==> config.mk <==
export PLATFORM = sky130hd
export DESIGN_NAME = gpio_poll_master
export DESIGN_NICKNAME = d
export VERILOG_FILES = /design/src/rtl/gpio_poll_master.sv
export SDC_FILE = /design/constraint.sdc
export NUM_CORES = 1
export LEC_CHECK = 0
export BUFFER_PORTS_ARGS = -buffer_cell sky130_fd_sc_hd__clkbuf_2
export CAP_MARGIN = 0
export CORE_MARGIN = 8
export CORE_UTILIZATION = 34
export CTS_BUF_LIST = sky130_fd_sc_hd__clkbuf_8 sky130_fd_sc_hd__clkbuf_16
export CTS_CLUSTER_DIAMETER = 150
export CTS_CLUSTER_SIZE = 24
export DETAILED_ROUTE_END_ITERATION = 12
export PLACE_DENSITY = 0.51
export SYNTH_ARGS = -nofsm -noshare
export SYNTH_HDL_FRONTEND = slang
export SYNTH_SLANG_ARGS = --single-unit
==> constraint.sdc <==
create_clock -name clk -period 3.6 [get_ports clk]
set_input_delay 0.54 -clock clk [delete_from_list [all_inputs] [get_ports clk]]
set_output_delay 0.54 -clock clk [all_outputs]
set_load 0.1 [all_outputs]
==> src/rtl/gpio_poll_master.sv <==
// rtl/gpio_poll_master.sv - GPIO bus master: polls buttons, debounces, toggles LEDs on press.
// Sole initiator on the valid/sel/we bus; all bus strobes are registered one-cycle pulses.
module gpio_poll_master #(
  parameter int POLL_DIV = 16,
  parameter int DEB_CNT  = 3,
  parameter int RD_LAT   = 1
) (
  input  logic       clk,
  input  logic       rst_i,
  input  logic       en_i,
  input  logic [3:0] data_s,
  output logic       valid,
  output logic       sel_led,
  output logic       sel_but,
  output logic       we,
  output logic [3:0] data_m,
  output logic [3:0] led_o,
  output logic [3:0] btn_o,
  output logic [3:0] press_o,
  output logic       busy_o
);

  localparam int PW = $clog2(POLL_DIV + 1);
  localparam int DW = $clog2(DEB_CNT + 1);
  localparam int RW = $clog2(RD_LAT + 1);

  typedef enum logic [2:0] {INIT, IDLE, RD_REQ, RD_WAIT, SAMPLE, WR_REQ} state_t;

  state_t          state;
  logic [PW-1:0]   poll_cnt;
  logic            tick;
  logic [3:0]      last_raw;
  logic [DW-1:0]   deb_cnt;
  logic [RW-1:0]   wait_cnt;
  logic [DW-1:0]   deb_cnt_nxt;
  logic [3:0]      btn_nxt;
  logic [3:0]      press_nxt;

  assign tick = (poll_cnt == PW'(POLL_DIV - 1));

  // Free-running poll divider, parked at zero while polling is disabled.
  always_ff @(posedge clk) begin
    if (rst_i || !en_i) begin
      poll_cnt <= '0;
    end else if (tick) begin
      poll_cnt <= '0;
    end else begin
      poll_cnt <= poll_cnt + PW'(1);
    end
  end

  always_comb begin
    deb_cnt_nxt = deb_cnt;
    if (data_s != last_raw) begin
      deb_cnt_nxt = DW'(1);
    end else if (deb_cnt < DW'(DEB_CNT)) begin
      deb_cnt_nxt = deb_cnt + DW'(1);
    end
    btn_nxt = btn_o;
    if (deb_cnt_nxt == DW'(DEB_CNT)) begin
      btn_nxt = data_s;
    end
    press_nxt = btn_nxt & ~btn_o;
  end

  always_ff @(posedge clk) begin
    if (rst_i) begin
      state    <= INIT;
      valid    <= 1'b0;
      sel_led  <= 1'b0;
      sel_but  <= 1'b0;
      we       <= 1'b0;
      data_m   <= '0;
      led_o    <= '0;
      btn_o    <= '0;
      press_o  <= '0;
      busy_o   <= 1'b1;
      last_raw <= '0;
      deb_cnt  <= '0;
      wait_cnt <= '0;
    end else begin
      valid   <= 1'b0;
      sel_led <= 1'b0;
      sel_but <= 1'b0;
      we      <= 1'b0;
      data_m  <= '0;
      press_o <= '0;
      case (state)
        INIT: begin
          // First cycle out of reset drives the LED clear; the next leaves for IDLE.
          if (!valid) begin
            valid   <= 1'b1;
            sel_led <= 1'b1;
            we      <= 1'b1;
            busy_o  <= 1'b1;
          end else begin
            state  <= IDLE;
            busy_o <= 1'b0;
          end
        end
        IDLE: begin
          if (tick && en_i) begin
            state   <= RD_REQ;
            valid   <= 1'b1;
            sel_but <= 1'b1;
            busy_o  <= 1'b1;
          end
        end
        RD_REQ: begin
          wait_cnt <= RW'(1);
          state    <= (RD_LAT == 1) ? SAMPLE : RD_WAIT;
        end
        RD_WAIT: begin
          if (wait_cnt >= RW'(RD_LAT - 1)) begin
            state <= SAMPLE;
          end else begin
            wait_cnt <= wait_cnt + RW'(1);
          end
        end
        SAMPLE: begin
          last_raw <= data_s;
          deb_cnt  <= deb_cnt_nxt;
          btn_o    <= btn_nxt;
          press_o  <= press_nxt;
          led_o    <= led_o ^ press_nxt;
          if (press_nxt != 4'd0) begin
            state   <= WR_REQ;
            valid   <= 1'b1;
            sel_led <= 1'b1;
            we      <= 1'b1;
            data_m  <= led_o ^ press_nxt;
          end else begin
            state  <= IDLE;
            busy_o <= 1'b0;
          end
        end
        WR_REQ: begin
          state  <= IDLE;
          busy_o <= 1'b0;
        end
        default: begin
          state  <= INIT;
          busy_o <= 1'b1;
        end
      endcase
    end
  end

endmodule
After elaboration in Yosys (flattened, before gate mapping)
Index checks and enable logic that the tools add are counted.
- bits in registers: 35
- input port bits: 7
- output and inout port bits: 21
- word-level logic and storage cells: 70
- add/subtract/negate cells: 3
- magnitude comparators: 2
- equality and inequality tests: 13
- muxes and demuxes: 18
- bitwise operators: 7
- reductions and logical operators: 14
- operators by type and width (cell ; count):
    one-hot mux 3 bit (6 select lines) ; 1
    2-to-1 mux 3 bit ; 4
    != test 2 bit (second input constant) ; 5
    OR reduction 2 bit ; 4
    == test 3 x 2 -> 1 bit (second input constant) ; 2
    == test 3 bit (second input constant) ; 2
    2-to-1 mux 1 bit ; 6
    AND reduction 3 bit ; 2
    adder 5 x 1 -> 5 bit (second input constant) ; 1
    == test 5 x 4 -> 1 bit (second input constant) ; 1
    one-hot mux 1 bit (5 select lines) ; 1
    bitwise AND 4 bit ; 1
    2-to-1 mux 2 bit ; 2
    2-to-1 mux 4 bit ; 1
    != test 4 bit ; 1
    inverter 1 bit ; 4
    inverter 4 bit ; 1
    one-hot mux 1 bit (2 select lines) ; 2
    nonzero test 4 bit ; 1
    XOR 4 bit ; 1
    == test 3 x 1 -> 1 bit (second input constant) ; 1
    logical NOT 3 bit ; 1
    one-hot mux 1 bit (3 select lines) ; 1
    OR reduction 3 bit ; 1
    10 further kinds ; 10

Depth between registers and ports, before layout
Gate-level depths: netlist of run 1.
- depth in word-level cells: 9
- gate-level depth with buffers: 7
- depth with buffers taken out: 7

Least setup slack after synthesis of run 1
Ideal clock, no wire load.
- kind: reg2out
- start point: register we
- end point: output port we
- arrival: 1.356 ns
- required time: 3.060 ns
- path slack: 1.704 ns
- stages on the path, launching flop included: 2
- path buffers: 1
- cell sequence: dfxtp_1 -> buf_4
- RTL lines (what ; line ; source):
    from (decl) ; 15 ; output logic we,
    from (signal assigned) ; 72 ; we <= 1'b0;
    from (signal assigned) ; 85 ; we <= 1'b0;
    from (signal assigned) ; 94 ; we <= 1'b1;
No word-level cell between the ends.

Final worst setup path of run 1
- start point: register state[2]
- end point: register led_o[1]
- word-level cells in the longest chain between the ends: 1
- RTL lines (what ; line ; source):
    from (decl) ; 29 ; state_t state;
    from (signal assigned) ; 111 ; state <= (RD_LAT == 1) ? SAMPLE : RD_WAIT;
    == test 3 bit ; 88 ; case (state)
    to (signal assigned) ; 125 ; led_o <= led_o ^ press_nxt;
    to (decl) ; 17 ; output logic [3:0] led_o,
No other way between the ends.
A chain may end at the register's enable or synchronous reset.

==> metrics, run 1 <==
Port Buf Inserts 27; largest cells by area after synthesis dfxtp_1, nand2b_1, nor2_1, mux2i_1, xnor2_1; clock share of power 34.5%; Critical Path Sink Type flop; yosys warns 0; CP required 3.80 ns; WL/cell 12.90 microns; Worst Max-Slew Pin Slew 0.7716 ns; CTS tree built; maximum clock rate 496.3 MHz; post-cts hold buffer count 0; clock root buffer clkbuf_8; Leak Pwr 0.0006593 uW; synthesized instance count 145; Hold Fails Final Rpt 0; status finished clean; Area growth, synth to finish 15.76%; Clock transition at path regs 0.07 ns; # resized after CTS 0; post-DP HPWL 2129 microns; die height 80.12 microns; # Post-CTS Setup Buffers 0; Sequential Area 680.7 sq um; shortest period the worst path allows 2.015 ns; Via Count 1084; switch share 27.38%; Post-synth ARST share 0%; Unique masters post-synth 33; Nets 180; sequential area share after synthesis 48.70%; final setup violation count 0; clk buf depth 2; Core Rows 23; Post-synth top flop dfxtp_1; crit path kind reg2reg; DRC viols 0; Seq pwr share 53.3%; number of global-route vias before repair 1037; critical-path maximum fanout 9; syn nets 154; hold slack 0.4504 ns; Net Switching 199.9 uW; Yosys top cell area share 48.70%; # fillers 409; GRT Overall Usage 9.301%; Remaining Overflow, GRT 0; post-route cell area 1618 sq um; antenna diode instance count 0; Initial Utilization 35.19%; Core Area 3971 sq um; Post-Syn Area per Cell 9.639 sq um; Post-synth EDFFs 0; area leader, netlist dfxtp_1; P_int 530.1 uW; die area 6418 sq um; total CTS buffers 5; pwr/cell area 451.2 nW/um^2; Final Skew 0.007886 ns; first-pass GRT wire length 4636 microns; TNS Setup 0 ns; fraction of layout cells with a size suffix above 1 21.05%; worst skew pair latency 0.28 ns; Yosys reg bits 34; antenna violations before repair 0; final slew viol count 0; Logic pwr share 12.3%; max_slew headroom 48.33%; largest net degree at the start of global routing 28; TritonCTS sink count 34; die width 80.12 microns; via/cell ratio 4.905; RePlAce Congestion 0.7611; DRT iter0 DRCs 48; Ports 28; RSZ-0062 raised after global routing false; period utilization 55.96%; DP Area 1541 sq um; Synth Cell Area 1398 sq um; H-tree depth 2; total wire length 2851 microns; antenna-violating nets left 0; crit path DAT 2.22 ns; Worst Hold Class reg2reg; maxcap violations 0; maximum vdd drop 246.9 uV; Multi-input gate area 655.6 sq um; startpoint types flop; iteration count of the initial detailed-routing pass 4
-- layout by cell type (no fill, tap or decap), drive strengths merged, types with 3 or more instances in the layout --
cell,n
nor2,22
mux2i,7
nor3,5
dfxtp,34
xor2,5
a21oi,4
nand2,4
a211oi,3
nor2b,3
o21ai,3
or4,3
clkbuf,32
inv,4
nand3,3
nand2b,14
nor4,3
xnor2,5
o31ai,3
-- per-stage QoR --
stage	total power, uW	instances	utilization [%]	worst slack [ns]
2_1_floorplan	470.9	145	-	1.704
6_report	730.0	221	40.74	1.585
5_1_grt	762.4	221	40.74	1.380
3_3_place_gp	486.4	214	38.82	1.551
3_5_place_dp	487.2	214	38.82	1.531
4_1_cts	740.9	221	40.74	1.583
-- synthesized netlist by cell type (all sizes together) (4+ instances only) --
cell type and instances:
nor3 5, buf 6, nand2b 14, xor2 5, xnor2 5, nor2 22
mux2i 7, dfxtp 34, a21oi 4, nand2 4
-- layer usage --
| layer | wire length, microns | global-route usage (%) | part of all wire (%) |
|---|---|---|---|
| met1 | 1276 | 10.14 | 45 |
| met2 | 1291 | 15.12 | 45 |
| met3 | 229 | 3.460 | 8.0 |
| met4 | 55 | 5.455 | 1.9 |
| met5 | 0 | 0 | 0 |
-- power by group through the flow --
stage | clock, uW | combinational (uW) | sequential, uW
after floorplan | 0 | 41.9 | 429
after global placement | 0 | 89.3 | 397
after detailed placement | 0 | 90.0 | 397
after CTS | 262 | 90.0 | 389
after global routing | 277 | 95.3 | 390
final | 251 | 89.5 | 389
-- worst paths after layout --
| path | startpoint | slack (ns) | depth (start not counted) | end |
|---|---|---|---|---|
| setup / recovery | state[2] | 1.59 | 4 | led_o[1] |
| hold / removal | poll_cnt[0] | 0.45 | 1 | poll_cnt[0] |
| setup reg to reg | state[2] | 1.59 | 4 | led_o[1] |
| hold reg to reg | poll_cnt[0] | 0.45 | 1 | poll_cnt[0] |
-- critical path: stages (launching register included) --
cell     delay (ns)
dfxtp_1        0.44
nor3b_2        0.69
nand2_4        0.15
or4_1          0.50
a21oi_1        0.15
-- kinds of logic (layout without fill, tap and decap cells) --
family / after synthesis / after routing / synth area share, %
AOI/OAI and AO/OA: 16 / 16 / 7.610
DFF: 34 / 34 / 48.70
adders and majority gates: 2 / 2 / 1.790
and+or+nand+nor: 65 / 65 / 25.42
xor gates and xnor gates: 10 / 10 / 6.266
muxes: 8 / 8 / 5.819
buffers and inverters: 10 / 36 / 4.386
-- state kept, by name, summed over array words and instances, names as in the netlist --
name      count
data_m        4
last_raw      4
sel_but       1
valid         1
we            1
busy_o        1
deb_cnt       2
press_o       4
poll_cnt      5
state         3
btn_o         4
led_o         4
-- area by class of cell --
class | count | share of cell area [%]
clock buffer | 5 | 4.254
clock inverter | 2 | 0.4640
inverter | 2 | 0.4640
multi-input combinational | 101 | 40.53
sequential | 34 | 42.07
tap | 50 | 3.867
timing repair buffer | 27 | 8.353
No activity file was read; power rests on OpenSTA's default activity.
==> inputs of run 2 (changes only) <==
--- a/config.mk
+++ b/config.mk
@@ -13,7 +13,7 @@
 export CTS_CLUSTER_DIAMETER = 150
 export CTS_CLUSTER_SIZE = 24
 export DETAILED_ROUTE_END_ITERATION = 12
-export PLACE_DENSITY = 0.51
+export PLACE_DENSITY = 0.53
 export SYNTH_ARGS = -nofsm -noshare
 export SYNTH_HDL_FRONTEND = slang
 export SYNTH_SLANG_ARGS = --single-unit
==> constraint.sdc (replaced) <==
create_clock -name clk -period 1.7 [get_ports clk]
set_input_delay 0.255 -clock clk [delete_from_list [all_inputs] [get_ports clk]]
set_output_delay 0.255 -clock clk [all_outputs]
set_load 0.1 [all_outputs]
==> run 2 against run 1 <==
Net effect:
- routed wire length up 2.0%
- register-to-register slack worse by 1.5 ns
- largest cell class unchanged
- sequential power up 110%
- non-clock buffer count up 9
- power up 120%
- utilization up 2.4 points
- cell count up 4.5%
- hold slack worse by 0.17 ns
- first-iteration DRC count up 46%
- worst setup slack worse by 1.5 ns
- sequential share of layout area down 2.1 points
==> metrics, run 2 (synthesized netlist as in run 1, its figures left out) <==
status finished clean; Critical Path Sink Type flop; clock root buffer clkbuf_8; Area growth, synth to finish 22.65%; total CTS buffers 5 (unchanged); die width 80.12 microns (unchanged); critical-path maximum fanout 5 (-4); R2R Path Start poll_cnt[0]; antenna diode instance count 0 (unchanged); maximum clock rate 618.6 MHz (+25%); Hold Fails Final Rpt 0 (unchanged); RSZ-0062 raised after global routing false; WL/cell 12.59 microns (-2.4%); die height 80.12 microns (unchanged); CP required 1.92 ns (-1.88 ns); Multi-input gate area 660.6 sq um (+0.76%); Hold Startpoint data_s[3]; fraction of layout cells with a size suffix above 1 29.28% (+8.2 points); Nets 189 (+5.0%); crit path from poll_cnt[0]; shortest period the worst path allows 1.617 ns (-0.3981 ns); routed wl met3 190 microns (-17%); antenna violations before repair 0 (unchanged); most frequent cells in the layout dfxtp_1, clkbuf_2, nor2_1; via/cell ratio 4.792 (-2.3%); Core Area 3971 sq um (unchanged); Clock transition at path regs 0.07 ns (about the same); fin util 43.16% (+2.4 points); TNS Setup 0 ns (unchanged); crit path max-delay cell type or3b_2; DR WL met2 1359 microns (+5.3%); max_slew headroom 63.69% (+15 points); worst skew pair latency 0.28 ns (about the same); final slew viol count 0 (unchanged); GRT Overall Usage 9.242% (-0.059 points); Final Skew 0.003907 ns (-0.003979 ns); final setup violation count 0 (unchanged); H-tree depth 2 (unchanged); number of global-route vias before repair 1107 (+6.8%); first-pass GRT wire length 4754 microns (+2.5%); clk buf depth 2 (unchanged); total wire length 2908 microns (+2.0%); CP max stage delay 0.53 ns (-0.16 ns); RePlAce Congestion 0.8179 (+7.5%); die area 6418 sq um (unchanged); Largest register FFs 5 (unchanged); iteration count of the initial detailed-routing pass 4 (unchanged); DRT iter0 DRCs 70 (+46%); Most Frequent Cell on Critical Path ha_1; DRC viols 0 (unchanged); crit path DAT 1.84 ns (-0.38 ns); pwr/cell area 952.4 nW/um^2 (+110%); antenna-violating nets left 0 (unchanged); most common cell after layout, fill and taps aside dfxtp_1; Most flops, register poll_cnt; Worst Max-Slew Pin Slew 0.5470 ns (-0.2246 ns); Remaining Overflow, GRT 0 (unchanged); largest net degree at the start of global routing 15 (-46%); Initial Utilization 35.19% (unchanged); Port Buf Inserts 27 (unchanged); crit path kind reg2reg; post-DP HPWL 2264 microns (+6.4%); # fillers 399 (-2.4%); routed length on met1 1335 microns (+4.6%); Core Rows 23 (unchanged); CTS tree built; # Post-CTS Setup Buffers 0 (unchanged); startpoint types flop; Ports 28 (unchanged); Via Count 1107 (+2.1%); Leak Pwr 0.0007086 uW (+7.5%); worst path cell trace ha_1 -> and3_1 -> ha_1 -> or3b_2 -> nor2_1; top layer in use met4; period utilization 95.10% (+39 points); TritonCTS sink count 34 (unchanged); Worst Hold Class in2reg; maxcap violations 0 (unchanged); Sequential Area 685.7 sq um (+0.74%); maximum vdd drop 415.9 uV (+68%)
[run 2: cell count changes in the layout (fill, tap and decap cells not counted)]
cell | previous run | this run
inv_1 | 4 | 2
clkbuf_8 | 5 | 6
dfxtp_2 | 0 | 4
dfxtp_1 | 34 | 30
clkinv_2 | 0 | 1
a211oi_2 | 0 | 1
clkinvlp_4 | 0 | 1
buf_4 | 0 | 9
a211oi_1 | 3 | 2
[run 2: where the power goes]
part	total, uW	switching (uW)	internal (uW)	leakage [uW]
clock network	610	285	325	0.0000472
logic	199	149	49.6	0.000384
registers	824	12.5	811	0.000277
[run 2: path summary, 6_finish.rpt]
kind	end	cells past startpoint	slack (ns)
setup / recovery	poll_cnt[3]	5	0.08
hold / removal	btn_o[3]	3	0.28
setup reg to reg	poll_cnt[3]	5	0.08
hold reg to reg	poll_cnt[0]	1	0.45
[run 2: cell type report]
type                    instances  area share [%]
flip-flops and latches         34           40.00
multi-input cells             101           38.54
repair buffers                 36           11.82
clock buffers                   6           4.818
well taps                      50           3.650
clock inverters                 2          0.7299
inverters                       2          0.4380
[run 2: per-stage QoR]
| stage | worst slack, ns | area (sq um) | total power, uW | hold slack [ns] | cells |
|---|---|---|---|---|---|
| final | 0.08333 | 1714 | 1633 | 0.2779 | 231 |
| after global routing | 0.002154 | 1714 | 1709 | 0.2835 | 231 |
| after CTS | 0.02861 | 1709 | 1653 | 0.2535 | 231 |
| after detailed placement | 0.03746 | 1614 | 1039 | 0.4385 | 223 |
| after global placement | 0.07990 | 1614 | 1038 | 0.4297 | 223 |
| after floorplan | 0.08877 | 1403 | 997.1 | 0.3853 | 145 |
[run 2: per-layer routing]
layer | vias to the layer above | track usage, %
li1 | 573 | -
met1 | 513 | 10.10
met2 | 19 | 15.36
met3 | 2 | 3.906
met4 | 0 | 3.818
met5 | - | 0
[run 2: timing repair]
item,CTS,global route
gates resized for setup,0,1
hold buffers,0,0
setup endpoints to repair,0,2
[run 2: critical path, delay by kind of cell (launching register included)]
kind	cells	cell delay (ns)
and+or+nand+nor	3	0.84
adders and majority gates	2	0.40
DFF	1	0.32
==> inputs of run 3 (changes only) <==
--- a/config.mk
+++ b/config.mk
@@ -8,12 +8,12 @@
 export BUFFER_PORTS_ARGS = -buffer_cell sky130_fd_sc_hd__clkbuf_2
 export CAP_MARGIN = 0
 export CORE_MARGIN = 8
-export CORE_UTILIZATION = 34
+export CORE_UTILIZATION = 30
 export CTS_BUF_LIST = sky130_fd_sc_hd__clkbuf_8 sky130_fd_sc_hd__clkbuf_16
 export CTS_CLUSTER_DIAMETER = 150
 export CTS_CLUSTER_SIZE = 24
 export DETAILED_ROUTE_END_ITERATION = 12
-export PLACE_DENSITY = 0.53
+export PLACE_DENSITY = 0.47
 export SYNTH_ARGS = -nofsm -noshare
 export SYNTH_HDL_FRONTEND = slang
 export SYNTH_SLANG_ARGS = --single-unit
==> run 3 against run 2 <==
Net effect:
- non-clock buffer count is 2 higher
- cell area is 0.95% higher
- sequential power hardly changed
- largest power group unchanged
- count of clock-buffer cells in the layout stayed put
- critical path depth stayed put
==> metrics, run 3 (synthesized netlist as in run 1, its figures left out) <==
maximum clock rate 608.5 MHz (-1.6%); Ports 28 (unchanged); maximum vdd drop 385.7 uV (-7.3%); critical-path maximum fanout 5 (unchanged); fin cells 237 (+2.6%); Worst Hold Class in2reg; Sequential Area 685.7 sq um (unchanged); Core Rows 25 (+8.7%); Largest register FFs 5 (unchanged); post-route cell area 1730 sq um (+0.95%); shortest period the worst path allows 1.643 ns (+0.02674 ns); post-DP HPWL 2223 microns (-1.8%); crit path DAT 1.85 ns (about the same); most common cell after layout, fill and taps aside dfxtp_1; GRT Overall Usage 8.609% (-0.63 points); largest net degree at the start of global routing 26 (+11); maxcap violations 0 (unchanged); iteration count of the initial detailed-routing pass 4 (unchanged); DRC viols 0 (unchanged); TNS Setup 0 ns (unchanged); DRT iter0 DRCs 85 (+21%); antenna-violating nets left 0 (unchanged); die area 7099 sq um (+11%); worst skew pair latency 0.28 ns (about the same); crit path kind reg2reg; clk buf depth 2 (unchanged); total wire length 2921 microns (+0.45%); post-cts hold buffer count 0 (unchanged); WL/cell 12.32 microns (-2.1%); final slew viol count 0 (unchanged); startpoint types flop; Remaining Overflow, GRT 0 (unchanged); TritonCTS sink count 34 (unchanged); number of global-route vias before repair 1093 (-1.3%); Nets 191 (+1.1%); Clock transition at path regs 0.07 ns (about the same); status finished clean; Worst Max-Slew Pin Slew 0.5511 ns (+0.004148 ns); clock root buffer clkbuf_8; Design Power 1621 uW (-0.72%); Hold Fails Final Rpt 0 (unchanged); DP Area 1627 sq um (+0.78%); Inst Count DP 228 (+2.2%); final setup violation count 0 (unchanged); Leak Pwr 0.0007227 uW (+2.0%); Via Count 1114 (+0.63%); CP required 1.91 ns (about the same); Port Buf Inserts 27 (unchanged); RePlAce Congestion 0.7433 (-9.1%); die height 84.26 microns (+5.2%); die width 84.26 microns (+5.2%); Multi-input gate area 660.6 sq um (unchanged); H-tree depth 2 (unchanged); Area growth, synth to finish 23.81%; period utilization 96.67% (+1.6 points); pwr/cell area 936.7 nW/um^2 (-1.7%); Most flops, register poll_cnt; # fillers 457 (+15%); most frequent cells in the layout dfxtp_1, clkbuf_2, nor2_1; total CTS buffers 5 (unchanged); Critical Path Sink Type flop; first-pass GRT wire length 5002 microns (+5.2%); Core Area 4598 sq um (+16%); Initial Utilization 30.39% (-4.8 points); antenna violations before repair 0 (unchanged); max_slew headroom 63.41% (-0.28 points); fraction of layout cells with a size suffix above 1 29.51% (+0.23 points); Final Skew 0.007074 ns (+0.003167 ns); CTS tree built; via/cell ratio 4.700 (-1.9%); antenna diode instance count 0 (unchanged)
-- run 3: cell types whose count changed in the layout (fill, tap and decap cells not counted) --
cell / delta
buf_4: +2
inv_1: +1
clkinvlp_4: -1
-- run 3: repair_timing --
item                       4_1_cts  5_1_grt
buffers inserted                 0        1
setup endpoints to repair        0        9
gates resized for setup          0        1
-- run 3: cell type report --
class                      count  share of cell area (%)
clock buffer                   6                   4.772
clock inverter                 2                  0.5061
inverter                       2                  0.4338
multi-input combinational    101                   38.18
sequential                    34                   39.62
tap                           54                   3.905
timing repair buffer          38                   12.58
-- run 3: path summary, 6_finish.rpt --
path | from | end | slack [ns] | depth (start not counted)
worst max-delay path | poll_cnt[0] | poll_cnt[2] | 0.06 | 5
worst max register to register | poll_cnt[0] | poll_cnt[2] | 0.06 | 5
worst min-delay path | en_i | state[1] | 0.29 | 3
worst min register to register | poll_cnt[0] | poll_cnt[0] | 0.47 | 1
-- run 3: critical path: stages, from the launching register on --
cell,delay (ns)
dfxtp_1,0.33
ha_1,0.22
and3_1,0.19
ha_1,0.18
or3b_2,0.52
nor2_1,0.13
-- run 3: report_power, final --
group | internal [uW] | switching (uW) | total (uW)
Sequential | 811 | 13.2 | 825
Clock | 320 | 274 | 594
Combinational | 52.2 | 150 | 202
-- run 3: stage by stage --
| stage | util (%) | setup WS (ns) | hold WS (ns) |
|---|---|---|---|
| final | 37.63 | 0.05659 | 0.2853 |
| after CTS | 37.36 | 0.05168 | 0.2542 |
| after global placement | 35.37 | 0.04092 | 0.4281 |
| after detailed placement | 35.37 | 0.03685 | 0.4475 |
| after global routing | 37.63 | -0.002232 | 0.2982 |
| after floorplan | - | 0.08877 | 0.3853 |
-- run 3: layer usage --
metal	share of wire [%]	wire (microns)	global-route usage, %
met1	44	1272	8.884
met4	0.65	19	3.297
met3	5.1	149	3.582
met5	0	0	0
met2	51	1480	15.04
